File: config.mk
export PLATFORM = sky130hd
export DESIGN_NAME = cv_layer_sequencer_flat
export DESIGN_NICKNAME = d
export VERILOG_FILES = /design/src/rtl/cv_layer_sequencer_if.sv /design/src/rtl/cv_layer_sequencer.sv /design/src/flat_wrapper.sv
export SDC_FILE = /design/constraint.sdc
export NUM_CORES = 2
export LEC_CHECK = 0
export ABC_AREA = 1
export CORE_ASPECT_RATIO = 2
export CORE_MARGIN = 1
export CORE_UTILIZATION = 34
export DETAILED_ROUTE_END_ITERATION = 8
export PLACE_DENSITY = 0.54
export SYNTH_ARGS = -nofsm -noshare
export SYNTH_HDL_FRONTEND = slang
export SYNTH_SLANG_ARGS = --single-unit
File: constraint.sdc
create_clock -name clk -period 16.8 [get_ports clk]
set_clock_uncertainty 0.05 [all_clocks]
set_input_delay 1.68 -clock clk [delete_from_list [all_inputs] [get_ports clk]]
set_output_delay 1.68 -clock clk [all_outputs]
set_load 0.1 [all_outputs]
File: src/rtl/cv_layer_sequencer_if.sv
// Signal bundle between the layer sequencer, the descriptor source, the memory/ofmap streams
// and the convolution core. The sequencer uses the slave view, its environment the master view.
interface cv_layer_sequencer_if;
  logic        cfg_valid;
  logic        cfg_ready;
  logic [4:0]  cfg_K;
  logic [10:0] cfg_Iext;
  logic [10:0] cfg_Oext;
  logic [7:0]  cfg_Hext;
  logic [7:0]  cfg_Wext;
  logic        cfg_has_bias;
  logic [4:0]  cfg_act_type;
  logic        cfg_reuse_w;

  logic        src_valid;
  logic [15:0] src_data;
  logic        src_ready;

  logic        sink_valid;
  logic [15:0] sink_data;
  logic        sink_ready;

  logic        core_load_weight;
  logic        core_load_input;
  logic        core_store_output;
  logic        core_din_valid;
  logic [15:0] core_din_data;
  logic        core_dout_valid;
  logic [15:0] core_dout_data;
  logic        core_dout_ready;
  logic        core_calc_done;
  logic        core_has_bias;
  logic [4:0]  core_act_type;
  logic [4:0]  core_K;
  logic [10:0] core_Iext;
  logic [10:0] core_Oext;
  logic [7:0]  core_Hext;
  logic [7:0]  core_Wext;

  logic        busy;
  logic        layer_done;
  logic        cfg_err;

  modport slave (
    input  cfg_valid, cfg_K, cfg_Iext, cfg_Oext, cfg_Hext, cfg_Wext,
           cfg_has_bias, cfg_act_type, cfg_reuse_w,
           src_valid, src_data, sink_ready,
           core_dout_valid, core_dout_data, core_calc_done,
    output cfg_ready, src_ready, sink_valid, sink_data,
           core_load_weight, core_load_input, core_store_output,
           core_din_valid, core_din_data, core_dout_ready,
           core_has_bias, core_act_type, core_K, core_Iext, core_Oext, core_Hext, core_Wext,
           busy, layer_done, cfg_err
  );

  modport master (
    output cfg_valid, cfg_K, cfg_Iext, cfg_Oext, cfg_Hext, cfg_Wext,
           cfg_has_bias, cfg_act_type, cfg_reuse_w,
           src_valid, src_data, sink_ready,
           core_dout_valid, core_dout_data, core_calc_done,
    input  cfg_ready, src_ready, sink_valid, sink_data,
           core_load_weight, core_load_input, core_store_output,
           core_din_valid, core_din_data, core_dout_ready,
           core_has_bias, core_act_type, core_K, core_Iext, core_Oext, core_Hext, core_Wext,
           busy, layer_done, cfg_err
  );
endinterface

File: src/rtl/cv_layer_sequencer.sv
// Layer sequencer for a 3x3 convolution core: takes one layer descriptor, streams weights and
// the input feature map into the core, waits for compute, then drains the output feature map.
module cv_layer_sequencer (
  input  logic                 clk,
  input  logic                 rst,
  cv_layer_sequencer_if.slave  bus
);

  typedef enum logic [3:0] {
    IDLE   = 4'd0,
    W_REQ  = 4'd1,
    W_STRM = 4'd2,
    W_GRD  = 4'd3,
    I_REQ  = 4'd4,
    I_STRM = 4'd5,
    C_WAIT = 4'd6,
    O_REQ  = 4'd7,
    O_STRM = 4'd8,
    O_GRD  = 4'd9,
    DONE   = 4'd10
  } state_t;

  state_t      state_r;
  state_t      state_next_s;
  logic [31:0] beat_cnt_r;
  logic [1:0]  grd_cnt_r;
  logic        cfg_err_r;
  logic [4:0]  k_r;
  logic [10:0] iext_r;
  logic [10:0] oext_r;
  logic [7:0]  hext_r;
  logic [7:0]  wext_r;
  logic        bias_r;
  logic [4:0]  act_r;

  logic        accept_s;
  logic        cfg_ok_s;
  logic        src_ready_s;
  logic        o_strm_s;
  logic        beat_s;
  logic        last_beat_s;
  logic        guard_s;
  logic        guard_end_s;
  logic [31:0] k32_s;
  logic [31:0] i32_s;
  logic [31:0] o32_s;
  logic [31:0] h32_s;
  logic [31:0] w32_s;
  logic [31:0] w_target_s;
  logic [31:0] i_target_s;
  logic [31:0] o_target_s;
  logic [31:0] target_s;

  assign accept_s = bus.cfg_valid & (state_r == IDLE);
  assign cfg_ok_s = (bus.cfg_K == 5'd3) && (bus.cfg_Iext != 11'd0) && (bus.cfg_Oext != 11'd0)
                    && (bus.cfg_Hext >= 8'd3) && (bus.cfg_Wext >= 8'd3);

  // All beat targets are formed in 32 bits from the latched geometry.
  assign k32_s      = {27'd0, k_r};
  assign i32_s      = {21'd0, iext_r};
  assign o32_s      = {21'd0, oext_r};
  assign h32_s      = {24'd0, hext_r};
  assign w32_s      = {24'd0, wext_r};
  assign w_target_s = o32_s * i32_s * k32_s * k32_s + (bias_r ? o32_s : 32'd0);
  assign i_target_s = i32_s * h32_s * w32_s;
  assign o_target_s = o32_s * (h32_s - k32_s + 32'd1) * (w32_s - k32_s + 32'd1);

  assign src_ready_s = (state_r == W_STRM) || (state_r == I_STRM);
  assign o_strm_s    = (state_r == O_STRM);
  assign beat_s      = src_ready_s ? bus.src_valid
                                   : (o_strm_s & bus.core_dout_valid & bus.sink_ready);
  assign last_beat_s = beat_s && ((beat_cnt_r + 32'd1) == target_s);
  assign guard_s     = (state_r == W_GRD) || (state_r == O_GRD);
  assign guard_end_s = guard_s && (grd_cnt_r == 2'd2);

  // Beat target of the stream phase currently active.
  always_comb begin
    target_s = 32'd0;
    case (state_r)
      W_STRM:  target_s = w_target_s;
      I_STRM:  target_s = i_target_s;
      O_STRM:  target_s = o_target_s;
      default: target_s = 32'd0;
    endcase
  end

  // Next-state logic of the layer FSM.
  always_comb begin
    state_next_s = state_r;
    case (state_r)
      IDLE: begin
        if (accept_s && cfg_ok_s) begin
          state_next_s = bus.cfg_reuse_w ? I_REQ : W_REQ;
        end else begin
          state_next_s = IDLE;
        end
      end
      W_REQ:   state_next_s = W_STRM;
      W_STRM:  state_next_s = last_beat_s ? W_GRD : W_STRM;
      W_GRD:   state_next_s = guard_end_s ? I_REQ : W_GRD;
      I_REQ:   state_next_s = I_STRM;
      I_STRM:  state_next_s = last_beat_s ? C_WAIT : I_STRM;
      C_WAIT:  state_next_s = bus.core_calc_done ? O_REQ : C_WAIT;
      O_REQ:   state_next_s = O_STRM;
      O_STRM:  state_next_s = last_beat_s ? O_GRD : O_STRM;
      O_GRD:   state_next_s = guard_end_s ? DONE : O_GRD;
      DONE:    state_next_s = IDLE;
      default: state_next_s = IDLE;
    endcase
  end

  // State register.
  always_ff @(posedge clk or negedge rst) begin
    if (!rst) begin
      state_r <= IDLE;
    end else begin
      state_r <= state_next_s;
    end
  end

  // Beat and guard counters; a stall leaves both untouched.
  always_ff @(posedge clk or negedge rst) begin
    if (!rst) begin
      beat_cnt_r <= 32'd0;
      grd_cnt_r  <= 2'd0;
    end else begin
      if (last_beat_s) begin
        beat_cnt_r <= 32'd0;
      end else if (beat_s) begin
        beat_cnt_r <= beat_cnt_r + 32'd1;
      end else begin
        beat_cnt_r <= beat_cnt_r;
      end
      grd_cnt_r <= (guard_s && !guard_end_s) ? (grd_cnt_r + 2'd1) : 2'd0;
    end
  end

  // Descriptor latch and rejection flag; even a rejected descriptor is latched.
  always_ff @(posedge clk or negedge rst) begin
    if (!rst) begin
      k_r       <= 5'd0;
      iext_r    <= 11'd0;
      oext_r    <= 11'd0;
      hext_r    <= 8'd0;
      wext_r    <= 8'd0;
      bias_r    <= 1'b0;
      act_r     <= 5'd0;
      cfg_err_r <= 1'b0;
    end else begin
      if (accept_s) begin
        k_r    <= bus.cfg_K;
        iext_r <= bus.cfg_Iext;
        oext_r <= bus.cfg_Oext;
        hext_r <= bus.cfg_Hext;
        wext_r <= bus.cfg_Wext;
        bias_r <= bus.cfg_has_bias;
        act_r  <= bus.cfg_act_type;
      end
      cfg_err_r <= accept_s & ~cfg_ok_s;
    end
  end

  // cfg_ready is held low while reset is applied.
  assign bus.cfg_ready         = (state_r == IDLE) & rst;
  assign bus.src_ready         = src_ready_s;
  assign bus.core_din_valid    = bus.src_valid & src_ready_s;
  assign bus.core_din_data     = bus.src_data;
  assign bus.sink_valid        = o_strm_s & bus.core_dout_valid;
  assign bus.sink_data         = bus.core_dout_data;
  assign bus.core_dout_ready   = o_strm_s & bus.core_dout_valid & bus.sink_ready;
  assign bus.core_load_weight  = (state_r == W_REQ);
  assign bus.core_load_input   = (state_r == I_REQ);
  assign bus.core_store_output = (state_r == O_REQ);
  assign bus.core_K            = k_r;
  assign bus.core_Iext         = iext_r;
  assign bus.core_Oext         = oext_r;
  assign bus.core_Hext         = hext_r;
  assign bus.core_Wext         = wext_r;
  assign bus.core_has_bias     = bias_r;
  assign bus.core_act_type     = act_r;
  assign bus.busy              = (state_r != IDLE);
  assign bus.layer_done        = (state_r == DONE);
  assign bus.cfg_err           = cfg_err_r;

endmodule
File: src/flat_wrapper.sv
// flat-port wrapper written by rule: the top's interface ports become plain ports
module cv_layer_sequencer_flat 
  (clk, rst, bus_cfg_valid, bus_cfg_K, bus_cfg_Iext, bus_cfg_Oext, bus_cfg_Hext, bus_cfg_Wext, bus_cfg_has_bias, bus_cfg_act_type, bus_cfg_reuse_w, bus_src_valid, bus_src_data, bus_sink_ready, bus_core_dout_valid, bus_core_dout_data, bus_core_calc_done, bus_cfg_ready, bus_src_ready, bus_sink_valid, bus_sink_data, bus_core_load_weight, bus_core_load_input, bus_core_store_output, bus_core_din_valid, bus_core_din_data, bus_core_dout_ready, bus_core_has_bias, bus_core_act_type, bus_core_K, bus_core_Iext, bus_core_Oext, bus_core_Hext, bus_core_Wext, bus_busy, bus_layer_done, bus_cfg_err);
  cv_layer_sequencer_if bus_i ();
  input  logic clk;
  input  logic rst;
  input wire logic [$bits(bus_i.cfg_valid)-1:0] bus_cfg_valid;
  input wire logic [$bits(bus_i.cfg_K)-1:0] bus_cfg_K;
  input wire logic [$bits(bus_i.cfg_Iext)-1:0] bus_cfg_Iext;
  input wire logic [$bits(bus_i.cfg_Oext)-1:0] bus_cfg_Oext;
  input wire logic [$bits(bus_i.cfg_Hext)-1:0] bus_cfg_Hext;
  input wire logic [$bits(bus_i.cfg_Wext)-1:0] bus_cfg_Wext;
  input wire logic [$bits(bus_i.cfg_has_bias)-1:0] bus_cfg_has_bias;
  input wire logic [$bits(bus_i.cfg_act_type)-1:0] bus_cfg_act_type;
  input wire logic [$bits(bus_i.cfg_reuse_w)-1:0] bus_cfg_reuse_w;
  input wire logic [$bits(bus_i.src_valid)-1:0] bus_src_valid;
  input wire logic [$bits(bus_i.src_data)-1:0] bus_src_data;
  input wire logic [$bits(bus_i.sink_ready)-1:0] bus_sink_ready;
  input wire logic [$bits(bus_i.core_dout_valid)-1:0] bus_core_dout_valid;
  input wire logic [$bits(bus_i.core_dout_data)-1:0] bus_core_dout_data;
  input wire logic [$bits(bus_i.core_calc_done)-1:0] bus_core_calc_done;
  output wire logic [$bits(bus_i.cfg_ready)-1:0] bus_cfg_ready;
  output wire logic [$bits(bus_i.src_ready)-1:0] bus_src_ready;
  output wire logic [$bits(bus_i.sink_valid)-1:0] bus_sink_valid;
  output wire logic [$bits(bus_i.sink_data)-1:0] bus_sink_data;
  output wire logic [$bits(bus_i.core_load_weight)-1:0] bus_core_load_weight;
  output wire logic [$bits(bus_i.core_load_input)-1:0] bus_core_load_input;
  output wire logic [$bits(bus_i.core_store_output)-1:0] bus_core_store_output;
  output wire logic [$bits(bus_i.core_din_valid)-1:0] bus_core_din_valid;
  output wire logic [$bits(bus_i.core_din_data)-1:0] bus_core_din_data;
  output wire logic [$bits(bus_i.core_dout_ready)-1:0] bus_core_dout_ready;
  output wire logic [$bits(bus_i.core_has_bias)-1:0] bus_core_has_bias;
  output wire logic [$bits(bus_i.core_act_type)-1:0] bus_core_act_type;
  output wire logic [$bits(bus_i.core_K)-1:0] bus_core_K;
  output wire logic [$bits(bus_i.core_Iext)-1:0] bus_core_Iext;
  output wire logic [$bits(bus_i.core_Oext)-1:0] bus_core_Oext;
  output wire logic [$bits(bus_i.core_Hext)-1:0] bus_core_Hext;
  output wire logic [$bits(bus_i.core_Wext)-1:0] bus_core_Wext;
  output wire logic [$bits(bus_i.busy)-1:0] bus_busy;
  output wire logic [$bits(bus_i.layer_done)-1:0] bus_layer_done;
  output wire logic [$bits(bus_i.cfg_err)-1:0] bus_cfg_err;
  assign bus_i.cfg_valid = bus_cfg_valid;
  assign bus_i.cfg_K = bus_cfg_K;
  assign bus_i.cfg_Iext = bus_cfg_Iext;
  assign bus_i.cfg_Oext = bus_cfg_Oext;
  assign bus_i.cfg_Hext = bus_cfg_Hext;
  assign bus_i.cfg_Wext = bus_cfg_Wext;
  assign bus_i.cfg_has_bias = bus_cfg_has_bias;
  assign bus_i.cfg_act_type = bus_cfg_act_type;
  assign bus_i.cfg_reuse_w = bus_cfg_reuse_w;
  assign bus_i.src_valid = bus_src_valid;
  assign bus_i.src_data = bus_src_data;
  assign bus_i.sink_ready = bus_sink_ready;
  assign bus_i.core_dout_valid = bus_core_dout_valid;
  assign bus_i.core_dout_data = bus_core_dout_data;
  assign bus_i.core_calc_done = bus_core_calc_done;
  assign bus_cfg_ready = bus_i.cfg_ready;
  assign bus_src_ready = bus_i.src_ready;
  assign bus_sink_valid = bus_i.sink_valid;
  assign bus_sink_data = bus_i.sink_data;
  assign bus_core_load_weight = bus_i.core_load_weight;
  assign bus_core_load_input = bus_i.core_load_input;
  assign bus_core_store_output = bus_i.core_store_output;
  assign bus_core_din_valid = bus_i.core_din_valid;
  assign bus_core_din_data = bus_i.core_din_data;
  assign bus_core_dout_ready = bus_i.core_dout_ready;
  assign bus_core_has_bias = bus_i.core_has_bias;
  assign bus_core_act_type = bus_i.core_act_type;
  assign bus_core_K = bus_i.core_K;
  assign bus_core_Iext = bus_i.core_Iext;
  assign bus_core_Oext = bus_i.core_Oext;
  assign bus_core_Hext = bus_i.core_Hext;
  assign bus_core_Wext = bus_i.core_Wext;
  assign bus_busy = bus_i.busy;
  assign bus_layer_done = bus_i.layer_done;
  assign bus_cfg_err = bus_i.cfg_err;
  cv_layer_sequencer u_core (.clk(clk), .rst(rst), .bus(bus_i));
endmodule
==> impl_metrics.tcl <==
set metrics [dict create \
    status "finished with violations" \
    failed_checks "design-rule violations" \
    finalNetCount 8339 \
    drc 52 \
    n_fill_cell 15737 \
    vdd_drop_max_v 0.0000545 \
    via_per_inst 4.96 \
    wl_per_cell_um 21.6 \
    p_int_mw 0.342 \
    gp_congestion 1.01 \
    path_max_fanout 14 \
    endpoint_kind "register" \
    path_clk_slew_ns 0.11 \
    cts-root-buf "clkbuf_16" \
    synth_area_leaders "fa_1 40%, inv_1 12%, nand2_1 12%" \
    rows 199 \
    max_stage_delay_ns 0.68 \
    r2r_start "u_core.bus.core_Hext[0]$_DFFE_PN0P_" \
    cts_tree "built" \
    portBuffers 116 \
    syn_inst 6814 \
    cts_htree_levels 3 \
    cts_inserted_buffers 9 \
    hold_depth 1 \
    critPathKind "register to register" \
    synth_cell_types 55 \
    regArea_mm2 0.00220 \
    crit_arrival_ns 16.15 \
    power_switching_mw 0.159 \
    worst_pin_slew_ns 1.26 \
    drv_slew 0 \
    drive_gt1_frac 0.0330 \
    drt_iter0_drc 2196 \
    ys.warnings.count 0 \
    clk_latency_ns 0.43 \
    critPathSlowestCell "fa_1" \
    grt_pass1_wl_um 285000 \
    synthesis.area_mm2 0.0503 \
    grt_max_degree 80 \
    synth_edf_count 0 \
    synth_top_flop_cell "dfrtp_1" \
    p_leak_nw 28.5 \
    drv_cap 0 \
    clk_path_buf_depth 2 \
    ys_ff_latch 88 \
    grt_pass1_vias 47908 \
    netlist.top_cell.by_area "fa_1" \
    antenna_found_initial 1 \
    synthArstFlopShare 1.00 \
    crit_required_ns 17.05 \
    p_total_mw 0.501 \
    tns_ns 0 \
    swShare 0.318 \
    io_pins 181 \
    cpMostUsedCell "fa_1" \
    vias 43198 \
    clock-sinks 88 \
    r2r-end "u_core.state_r[0]$_DFF_PN0_" \
    dieArea_mm2 0.150 \
    multiInputGateArea_mm2 0.0406 \
    max_clock_freq_mhz 62.9 \
    yosysTopAreaCellShare 0.403 \
    relSlewSlack 0.158 \
    hp-start "u_core.grd_cnt_r[0]$_DFF_PN0_" \
    finalCriticalPeriod_ns 15.90 \
    rsz0062_at_grt "false" \
    avgSynthCellArea_um2 7.38 \
    syn_nets 8365 \
    r2r_cells 52 \
    holdWs_ns 0.381 \
    cp-start-kind "register" \
    grt_remaining_overflow 0 \
    die_x_um 274 \
    start_util 0.342 \
    dr.pass1.iters 9 \
    grt_use_total 0.258 \
    hold_path.class "register to register" \
    core_mm2 0.147 \
    syn2layout_area_growth_pct 6.90 \
    rrSetupSlack_ns 0.90 \
    detailed_place_hpwl_um 161000 \
    combPwrFrac 0.098 \
    yosysSeqAreaShare 0.0438 \
    clkPwrFrac 0.463 \
    seq_power_share 0.439 \
    hold_viol 0 \
    wl_um 188000 \
    whs_endpoint "u_core.grd_cnt_r[0]$_DFF_PN0_" \
    finalCritPeriodShare 0.946 \
    final_antenna_net_count 0 \
    setup_viol 0 \
    p_per_area_mw_per_mm2 9.33 \
    die_h_um 546 \
]
## Yosys cell counts (all sizes together), types with 8 or more instances
cell,n
fa,1012
a31oi,10
xor2,91
a21boi,8
nor3,21
buf,60
o21ai,153
inv,1680
xnor2,47
nand2,1652
dfrtp,88
nand4,53
nor2,727
nand3,216
or2,41
a21oi,211
nor4,15
ha,450
clkinv,26
nand3b,21
clkbuf,180
o211ai,9
## worst max-delay path: cells and delay by family (launching register included)
| family | cells | cell delay (ns) |
|---|---|---|
| fa+ha+maj | 18 | 8.68 |
| xor+xnor | 1 | 0.18 |
| compound gates | 7 | 1.96 |
| flops | 1 | 0.63 |
| simple gates | 17 | 3.11 |
| buf+inv | 9 | 1.16 |
## routing by layer
metal | GRT usage | part of all wire | routed length [um] | vias to the layer above
met3 | 0.0191 | 0.029 | 5480 | 618
li1 | - | - | - | 19848
met2 | 0.516 | 0.57 | 106000 | 1178
met5 | 0 | 0 | 0 | -
met4 | 0.201 | 0.094 | 17600 | 0
met1 | 0.233 | 0.31 | 58400 | 21554
## state kept, by name, summed over array words and instances (netlist names), 2 cells and up
signal	count
u_core.bus.core_Hext	8
u_core.state_r	4
u_core.bus.core_act_type	5
u_core.bus.core_K	5
u_core.bus.core_Wext	8
u_core.bus.core_Iext	11
u_core.grd_cnt_r	2
u_core.beat_cnt_r	32
u_core.bus.core_Oext	11
## timing repair
action / 4_1_cts / 5_1_grt
buffers inserted: 0 / 0
endpoints found under the setup margin: 0 / 29
resized for setup: 0 / 1
hold buffers: 0 / 0
## worst max path at each step
| stage | startpoint | to | depth (start not counted) |
|---|---|---|---|
| 3_3_place_gp | u_core.bus.core_Hext[0]$_DFFE_PN0P_ | u_core.state_r[0]$_DFF_PN0_ | 70 |
| 4_1_cts | u_core.bus.core_Hext[0]$_DFFE_PN0P_ | u_core.beat_cnt_r[0]$_DFFE_PN0P_ | 59 |
| 6_report | u_core.bus.core_Hext[0]$_DFFE_PN0P_ | u_core.state_r[0]$_DFF_PN0_ | 52 |
| 3_5_place_dp | u_core.bus.core_Hext[0]$_DFFE_PN0P_ | u_core.state_r[0]$_DFF_PN0_ | 58 |
| 5_1_grt | u_core.bus.core_Hext[0]$_DFFE_PN0P_ | u_core.beat_cnt_r[0]$_DFFE_PN0P_ | 57 |
| 2_1_floorplan | u_core.bus.core_K[1]$_DFFE_PN0P_ | u_core.beat_cnt_r[11]$_DFFE_PN0P_ | 71 |
## cells in the final DEF (no fill, tap or decap), types with 88 or more instances in the layout
cell             instances
a21oi_1                205
dfrtp_1                 88
clkdlybuf4s50_1        115
xor2_1                  88
o21ai_0                120
nand3_1                212
fa_1                  1012
ha_1                   450
nand2_1               1628
nor2_1                 718
inv_1                 1662
## metrics by stage
step / setup slack, ns / instance area (um2) / utilization / cells
2_1_floorplan: 2.10 / 50300 / - / 6814
3_3_place_gp: 0.805 / 53400 / 0.364 / 8686
3_5_place_dp: 0.793 / 53400 / 0.364 / 8686
4_1_cts: 0.766 / 53700 / 0.366 / 8702
5_1_grt: 0.0653 / 53700 / 0.366 / 8703
6_report: 0.900 / 53700 / 0.366 / 8704
## final cells by class
cell class,instances,share of cell area
multi-input cells,4780,0.756
inverters,1706,0.119
well taps,1909,0.0444
flip-flops and latches,88,0.0410
repair buffers,203,0.0339
clock buffers,9,0.00419
clock inverters,7,0.00135
diodes,2,0.0000931
## cells by family (layout without fill, tap and decap cells)
family | Yosys count | after routing | share of synthesized area
AO/OA/AOI/OAI | 427 | 427 | 0.0470
XOR/XNOR | 138 | 138 | 0.0246
flip-flops | 88 | 88 | 0.0438
adder cells (fa/ha/maj) | 1462 | 1462 | 0.515
other | 0 | 2 | 0
buffers and inverters | 1946 | 1925 | 0.148
AND/OR/NAND/NOR | 2753 | 2753 | 0.221
## power groups by stage
stage	clock network (mW)	registers (mW)	logic (mW)
2_1_floorplan	0	0.223	0.0564
3_3_place_gp	0	0.224	0.0488
3_5_place_dp	0	0.224	0.0490
4_1_cts	0.240	0.220	0.0491
5_1_grt	0.244	0.221	0.0538
6_report	0.232	0.220	0.0489
No activity file was read; power rests on OpenSTA's default activity.
